$ cat src/rtl/mips_ctrl_pkg.sv
// Shared control encodings for the multi-cycle MIPS sequencer: FSM states,
// instruction classes and the class priority decode.
package mips_ctrl_pkg;

    typedef enum logic [2:0] {
        ST_IDLE   = 3'd0,
        ST_FETCH  = 3'd1,
        ST_DECODE = 3'd2,
        ST_EXEC   = 3'd3,
        ST_MEM    = 3'd4,
        ST_WB     = 3'd5,
        ST_HALT   = 3'd6,
        ST_ERROR  = 3'd7
    } state_t;

    typedef enum logic [1:0] {
        CLS_ALU   = 2'd0,
        CLS_LOAD  = 2'd1,
        CLS_STORE = 2'd2,
        CLS_CTRL  = 2'd3
    } class_t;

    // ctrl outranks load, load outranks store; nothing set means ALU
    function automatic class_t classify(input logic is_load, input logic is_store,
                                        input logic is_ctrl);
        class_t cls;
        if (is_ctrl) begin
            cls = CLS_CTRL;
        end else if (is_load) begin
            cls = CLS_LOAD;
        end else if (is_store) begin
            cls = CLS_STORE;
        end else begin
            cls = CLS_ALU;
        end
        return cls;
    endfunction

endpackage

$ cat src/rtl/sat_counter.sv
// Up-counter that sticks at all-ones instead of wrapping; async clear on rst.
module sat_counter #(
    parameter int W = 32
) (
    input  logic         clk,
    input  logic         rst,
    input  logic         inc,
    output logic [W-1:0] cnt
);

    // count register, frozen once every bit is set
    always_ff @(posedge clk or posedge rst) begin
        if (rst) begin
            cnt <= '0;
        end else if (inc && (cnt != {W{1'b1}})) begin
            cnt <= cnt + W'(1);
        end else begin
            cnt <= cnt;
        end
    end

endmodule

$ cat src/rtl/stage_sequencer.sv
// Multi-cycle MIPS control sequencer: per-stage enables, memory handshakes,
// wait timeout, halt handling and busy/retire performance counters.
module stage_sequencer
    import mips_ctrl_pkg::*;
#(
    parameter int CNT_W   = 32,
    parameter int TIMEOUT = 16
) (
    input  logic             clk,
    input  logic             rst,
    input  logic             run,
    input  logic             stall,
    input  logic             imem_ready,
    input  logic             dmem_ready,
    input  logic             is_load,
    input  logic             is_store,
    input  logic             is_ctrl,
    input  logic             is_halt,
    output logic             IF,
    output logic             ID,
    output logic             EX,
    output logic             pc_en,
    output logic             imem_en,
    output logic             dmem_en,
    output logic             dmem_we,
    output logic             reg_we,
    output logic             busy,
    output logic             halted,
    output logic             err,
    output logic [CNT_W-1:0] cycle_cnt,
    output logic [CNT_W-1:0] instr_cnt
);

    localparam int WAIT_W = $clog2(TIMEOUT + 1);

    state_t              state_r, state_nxt_s;
    class_t              class_r, class_nxt_s;
    logic [WAIT_W-1:0]   wait_r, wait_nxt_s;
    logic                timeout_s;

    // the last permitted wait cycle: another miss here means the memory is dead
    assign timeout_s = (wait_r == WAIT_W'(TIMEOUT - 1));

    // state, latched class and wait counter
    always_ff @(posedge clk or posedge rst) begin
        if (rst) begin
            state_r <= ST_IDLE;
            class_r <= CLS_ALU;
            wait_r  <= '0;
        end else begin
            state_r <= state_nxt_s;
            class_r <= class_nxt_s;
            wait_r  <= wait_nxt_s;
        end
    end

    // next-state and stage-enable decode; stall freezes everything
    always_comb begin
        state_nxt_s = state_r;
        class_nxt_s = class_r;
        wait_nxt_s  = wait_r;
        IF          = 1'b0;
        ID          = 1'b0;
        EX          = 1'b0;
        pc_en       = 1'b0;
        imem_en     = 1'b0;
        dmem_en     = 1'b0;
        dmem_we     = 1'b0;
        reg_we      = 1'b0;
        if (stall) begin
            state_nxt_s = state_r;
        end else begin
            case (state_r)
                ST_IDLE: begin
                    state_nxt_s = run ? ST_FETCH : ST_IDLE;
                end
                ST_FETCH: begin
                    imem_en = 1'b1;
                    if (imem_ready) begin
                        IF          = 1'b1;
                        state_nxt_s = ST_DECODE;
                    end else if (timeout_s) begin
                        state_nxt_s = ST_ERROR;
                    end else begin
                        wait_nxt_s = wait_r + WAIT_W'(1);
                    end
                end
                ST_DECODE: begin
                    ID          = 1'b1;
                    class_nxt_s = classify(is_load, is_store, is_ctrl);
                    state_nxt_s = is_halt ? ST_HALT : ST_EXEC;
                end
                ST_EXEC: begin
                    // commit is deferred to MEM/WB so a branch target is latched first
                    EX = 1'b1;
                    if ((class_r == CLS_LOAD) || (class_r == CLS_STORE)) begin
                        state_nxt_s = ST_MEM;
                    end else begin
                        state_nxt_s = ST_WB;
                    end
                end
                ST_MEM: begin
                    dmem_en = 1'b1;
                    dmem_we = (class_r == CLS_STORE);
                    if (dmem_ready) begin
                        if (class_r == CLS_STORE) begin
                            pc_en       = 1'b1;
                            state_nxt_s = run ? ST_FETCH : ST_IDLE;
                        end else begin
                            state_nxt_s = ST_WB;
                        end
                    end else if (timeout_s) begin
                        state_nxt_s = ST_ERROR;
                    end else begin
                        wait_nxt_s = wait_r + WAIT_W'(1);
                    end
                end
                ST_WB: begin
                    pc_en       = 1'b1;
                    reg_we      = (class_r != CLS_CTRL);
                    state_nxt_s = run ? ST_FETCH : ST_IDLE;
                end
                ST_HALT: begin
                    state_nxt_s = ST_HALT;
                end
                ST_ERROR: begin
                    state_nxt_s = ST_ERROR;
                end
                default: begin
                    state_nxt_s = ST_ERROR;
                end
            endcase
        end
        if (state_nxt_s != state_r) begin
            wait_nxt_s = '0;
        end else begin
            wait_nxt_s = wait_nxt_s;
        end
    end

    assign busy   = (state_r != ST_IDLE) && (state_r != ST_HALT) && (state_r != ST_ERROR);
    assign halted = (state_r == ST_HALT);
    assign err    = (state_r == ST_ERROR);

    sat_counter #(.W(CNT_W)) u_cycle_cnt (
        .clk (clk),
        .rst (rst),
        .inc (busy),
        .cnt (cycle_cnt)
    );

    sat_counter #(.W(CNT_W)) u_instr_cnt (
        .clk (clk),
        .rst (rst),
        .inc (pc_en),
        .cnt (instr_cnt)
    );

endmodule

$ cat config.mk
export PLATFORM = sky130hd
export DESIGN_NAME = stage_sequencer
export DESIGN_NICKNAME = d
export VERILOG_FILES = /design/src/rtl/mips_ctrl_pkg.sv /design/src/rtl/sat_counter.sv /design/src/rtl/stage_sequencer.sv
export SDC_FILE = /design/constraint.sdc
export NUM_CORES = 1
export LEC_CHECK = 0
export ABC_AREA = 0
export BUFFER_PORTS_ARGS = -buffer_cell sky130_fd_sc_hd__buf_2
export CAP_MARGIN = 20
export CORE_MARGIN = 4
export CORE_UTILIZATION = 23
export CTS_BUF_LIST = sky130_fd_sc_hd__clkbuf_2
export CTS_CLUSTER_DIAMETER = 60
export DETAILED_ROUTE_END_ITERATION = 6
export MAX_ROUTING_LAYER = met4
export REMOVE_ABC_BUFFERS = 1
export SLEW_MARGIN = 10
export SYNTH_ARGS = -nofsm -noshare
export SYNTH_HDL_FRONTEND = slang
export SYNTH_SLANG_ARGS = --single-unit
$ cat constraint.sdc
create_clock -name clk -period 2.4 [get_ports clk]
set_clock_uncertainty 0.2 [all_clocks]
set_input_delay 0.12 -clock clk [delete_from_list [all_inputs] [get_ports clk]]
set_output_delay 0.12 -clock clk [all_outputs]
set_load 0.005 [all_outputs]
### Word-level counts from Yosys, hierarchy flattened

Cells that the tools add are included.

| cells by class | value |
|---|---|
| add/subtract/negate cells | 3 |
| equality and inequality tests | 19 |
| muxes and demuxes | 37 |
| bitwise logic cells | 1 |
| reduce and logical (&&, ||, !) cells | 11 |

Operators by type and width:

| operator | count |
|---|---|
| adder 32 x 1 -> 32 bit, second input constant | 2 |
| inequality test 32 bit, second input constant | 2 |
| 2-to-1 mux 5 bit | 5 |
| case mux 3 bit (7 select lines) | 1 |
| 2-to-1 mux 1 bit | 20 |
| 2-to-1 mux 3 bit | 6 |
| equality test 3 bit, second input constant | 4 |
| inequality test 3 bit, second input constant | 4 |
| case mux 5 bit (2 select lines) | 1 |
| equality test 3 x 2 -> 1 bit, second input constant | 2 |
| 2-to-1 mux 2 bit | 3 |
| nonzero test 3 bit | 2 |
| adder 5 x 1 -> 5 bit, second input constant | 1 |
| equality test 5 x 4 -> 1 bit, second input constant | 1 |
| logical AND 1 bit | 4 |
| AND reduction 4 bit | 1 |
| equality test 3 x 1 -> 1 bit, second input constant | 1 |
| logical NOT 3 bit | 1 |
| inequality test 3 bit | 1 |
| equality test 2 x 1 -> 1 bit, second input constant | 1 |
| equality test 2 bit, second input constant | 1 |
| inequality test 2 x 1 -> 1 bit, second input constant | 1 |
| inequality test 2 bit, second input constant | 1 |
| case mux 1 bit (2 select lines) | 1 |
| other kinds (4) | 4 |

| word-level totals | value |
|---|---|
| bits in registers | 74 |
| word-level logic and storage cells | 76 |

### Depth between registers and ports, before layout

| logic depth | value |
|---|---|
| depth in word-level cells | 8 |
| gate-level depth with buffers | 9 |
| mapped depth without buffers | 8 |

### Hierarchy

A second synthesis with hierarchy kept.

| second synthesis, totals | value |
|---|---|
| cell total of the unflattened synthesis | 376 |
| area, all modules | 4020.1 µm² |

Modules (own cells, without submodules):

| module | times used | cells each | area an instance (µm²) | sequential area each (µm²) |
|---|---|---|---|---|
| sat_counter | 2 | 139 | 1561.5 | 800.8 |
| stage_sequencer | 1 | 98 | 897.1 | 250.2 |

### Least setup slack after synthesis

OpenSTA, ideal clock, no wires.

| path | value |
|---|---|
| path type | register to register |
| from | register wait_r[0] |
| to | register wait_r[4] |
| setup time | 94 ps |
| data arrival time | 1974 ps |
| slack | 132 ps |
| stages on the path, launching flop included | 9 |
| path buffers | 0 |
| path through | dfrtp_1 ha_1 and3_1 ha_1 nor2_1 a2111oi_0 nor4b_1 nand4b_1 a211oi_1 |

| on the way | value |
|---|---|
| longest elaborated chain between the ends | 8 |
| elaborated cells on any way between the ends | 19 |

RTL lines:

| element | RTL line | RTL |
|---|---|---|
| from (decl) | stage_sequencer.sv:38 | `logic [WAIT_W-1:0] wait_r, wait_nxt_s;` |
| from (signal assigned) | stage_sequencer.sv:53 | `wait_r <= wait_nxt_s;` |
| equality test 5 x 4 -> 1 bit | stage_sequencer.sv:42 | `assign timeout_s = (wait_r == WAIT_W'(TIMEOUT - 1));` |
| 2-to-1 mux 3 bit | stage_sequencer.sv:82, stage_sequencer.sv:112 |  |
| 2-to-1 mux 3 bit (on tied branches) | stage_sequencer.sv:105, stage_sequencer.sv:79 |  |
| case mux 3 bit (7 select lines) | stage_sequencer.sv:73 | `case (state_r)` |
| 2-to-1 mux 3 bit | stage_sequencer.sv:70 | `if (stall) begin` |
| inequality test 3 bit | stage_sequencer.sv:134 | `if (state_nxt_s != state_r) begin` |
| inequality test 3 bit (no line), or another cell as far along | n/a |  |
| AND reduction 4 bit (no line) | n/a |  |

Parallel ways exist; a longest one is shown, timed or not. The select of a mux whose other input is x is not followed.
A chain may end at the register's enable or synchronous reset.

### Final worst setup path

Ends and elaborated chain as after synthesis.

==> qor.yml <==
status: "complete, no violations"
fin_area_sq_um: 5070
powerDensity_nw_per_um2: 556
synth_top_area_cell: "dfrtp_1"
syn_inst: 383
place_area_sq_um: 4650
grt_pass1_wl_mm: 16.7
grt_use_total_pct: 10.8
wl_mm: 10.1
critPathArrivalTime_ps: 2670
drc_errors: 0
fin_setup_tns_ps: 0
required_ps: 2680
ys_seq_area_share_pct: 47.5
yosys_warnings: 0
worstSkewPairLatency_ps: 550
max_freq_mhz: 418
start_kind: "flip-flop"
max_cap_violations: 0
die_w_um: 138
final_common_cell: "buf_2"
worst_slew_pin_slew_ps: 707
hp-class: "reg2reg"
power.total_mw: 2.82
initial_core_util_pct: 23.5
synth_edf_count: 0
syn2layout_area_growth_pct: 30.1
grt_pass1_vias: 3289
io_pins: 85
nets: 521
h-tree-depth: 3
cts_buffers: 9
die_y_um: 138
gp_congestion: 0.886
cts_tree: "built"
wire_per_inst_um: 13.8
critPathKind: "reg2reg"
period_minus_slack_ps: 2390
die-area_sq_um: 19100
cp_max_fo: 6
drt_iter0_drc: 114
port_buffers: 84
ys_ff_latch: 74
clock_path_buffers: 2
mostFrequentLayoutCells: "buf_2 (84), dfrtp_1 (71), xnor2_1 (44)"
fillers: 1714
synth_flop_cell: "dfrtp_1"
hpwlAfterDp_mm: 7.19
core_area_sq_um: 16600
synth.avg_cell_area_sq_um: 10.2
maxSlewViolCount: 0
slew_headroom_pct: 52.8
finalCritPeriodShare_pct: 99.6
irDropWorstVdd_uv: 210
p_leak_nw: 2.41
synthArstFlopShare_pct: 100
drive_gt1_share_pct: 30.2
fin_util_pct: 30.6
grt_max_degree: 43
grt_overflow: 0
netlist_area_sq_um: 3900
antenna_found_initial: 0
clock_sinks: 74
rows: 47
setup_violations: 0
rsz0062_at_grt: "yes"
vias: 3322
cts_root_buf: "clkbuf_2"
critPathCaptureType: "flip-flop"
drt_pre_antenna_iters: 4
yosys-top-cells-area: "dfrtp_1 (48%), xnor2_1 (9.9%), nand4_1 (4.2%)"
viasPerCell: 4.55
yosysTopAreaCellShare_pct: 47.5
antenna_left: 0
ys_types: 48
clk_pin_slew_ps: 210
diodes: 0
final-hold-violation-count: 0
-- worst max-delay path, cell delays in order, from the launching register on --
cell and delay [ps]:
dfrtp_1 450, ha_1 220, and3_1 180, ha_1 190, buf_4 160, o21ai_1 130
a21oi_1 90, a211oi_1 230, nand4b_1 130, buf_4 170, a211oi_2 190
-- worst paths after layout --
kind	start	to	slack (ps)	depth (start not counted)
max reg2reg	wait_r[0]	wait_r[4]	10	10
max in group asynchronous	rst	state_r[2]	760	5
min in group asynchronous	rst	u_instr_cnt.cnt[12]	560	4
min	u_cycle_cnt.cnt[30]	u_cycle_cnt.cnt[30]	300	1
max	wait_r[0]	wait_r[4]	10	10
min reg2reg	u_cycle_cnt.cnt[30]	u_cycle_cnt.cnt[30]	300	1
-- power breakdown --
group	internal (mW)	switching, mW
sequential	1.35	0.118
combinational	0.262	0.286
clock	0.342	0.466
-- cell families after synthesis --
family,count (synthesis),synth area share (%)
adders and majority gates,6,1.93
xor gates and xnor gates,62,13.9
AOI/OAI and AO/OA,38,6.45
DFF,74,47.5
and+or+nand+nor,170,25.7
buffers and inverters,29,3.34
muxes,4,1.12
-- synth_stat cells, types with 5 or more instances --
cell type / count
a21oi_1: 12
and2_1: 7
and3_1: 13
and4_1: 7
buf_2: 5
clkbuf_1: 6
dfrtp_1: 74
ha_1: 6
inv_1: 16
nand2_1: 26
nand3_1: 23
nand4_1: 26
nor2_1: 23
nor3_1: 12
nor4_1: 7
o21ai_0: 8
xnor2_1: 44
xor2_1: 18
-- flip-flops by register name, summed over array words and instances (netlist names) --
register and cells:
u_cycle_cnt.cnt 32, state_r 3, u_instr_cnt.cnt 32, wait_r 5
class_r 2
-- metrics by stage --
step | setup WS (ps) | hold slack (ps) | cells
2_1_floorplan | 132 | 10.7 | 370
3_3_place_gp | 87.2 | 82.7 | 690
3_5_place_dp | -17.5 | 92.2 | 690
4_1_cts | 0.728 | 225 | 718
5_1_grt | -54.9 | 274 | 730
6_report | 10.5 | 301 | 730
-- layout make-up --
| class | instances | area (sq um) | area share [%] |
|---|---|---|---|
| multi-input combinational | 280 | 1970 | 38.9 |
| clock buffer | 9 | 45.0 | 0.889 |
| inverter | 16 | 63.8 | 1.26 |
| tap | 220 | 275 | 5.43 |
| clock inverter | 7 | 93.8 | 1.85 |
| sequential | 74 | 1860 | 36.6 |
| timing repair buffer | 124 | 763 | 15.1 |
-- metal layers --
| layer | track usage, % | vias up | routed length, um |
|---|---|---|---|
| met1 | 12.9 | 1612 | 4450 |
| met5 | - | - | 0 |
| met4 | 3.64 | 0 | 172 |
| met3 | 3.66 | 20 | 521 |
| li1 | - | 1610 | - |
| met2 | 17.2 | 80 | 4930 |
-- timing repair --
action	in CTS	in global routing
endpoints found under the setup margin	3	25
setup buffers	0	12
endpoints found under the hold margin	84	0
hold buffers	12	0
pin swaps	3	3
gates cloned	0	0
resized for setup	7	10
Note: power is estimated with default switching activity, not from simulation.
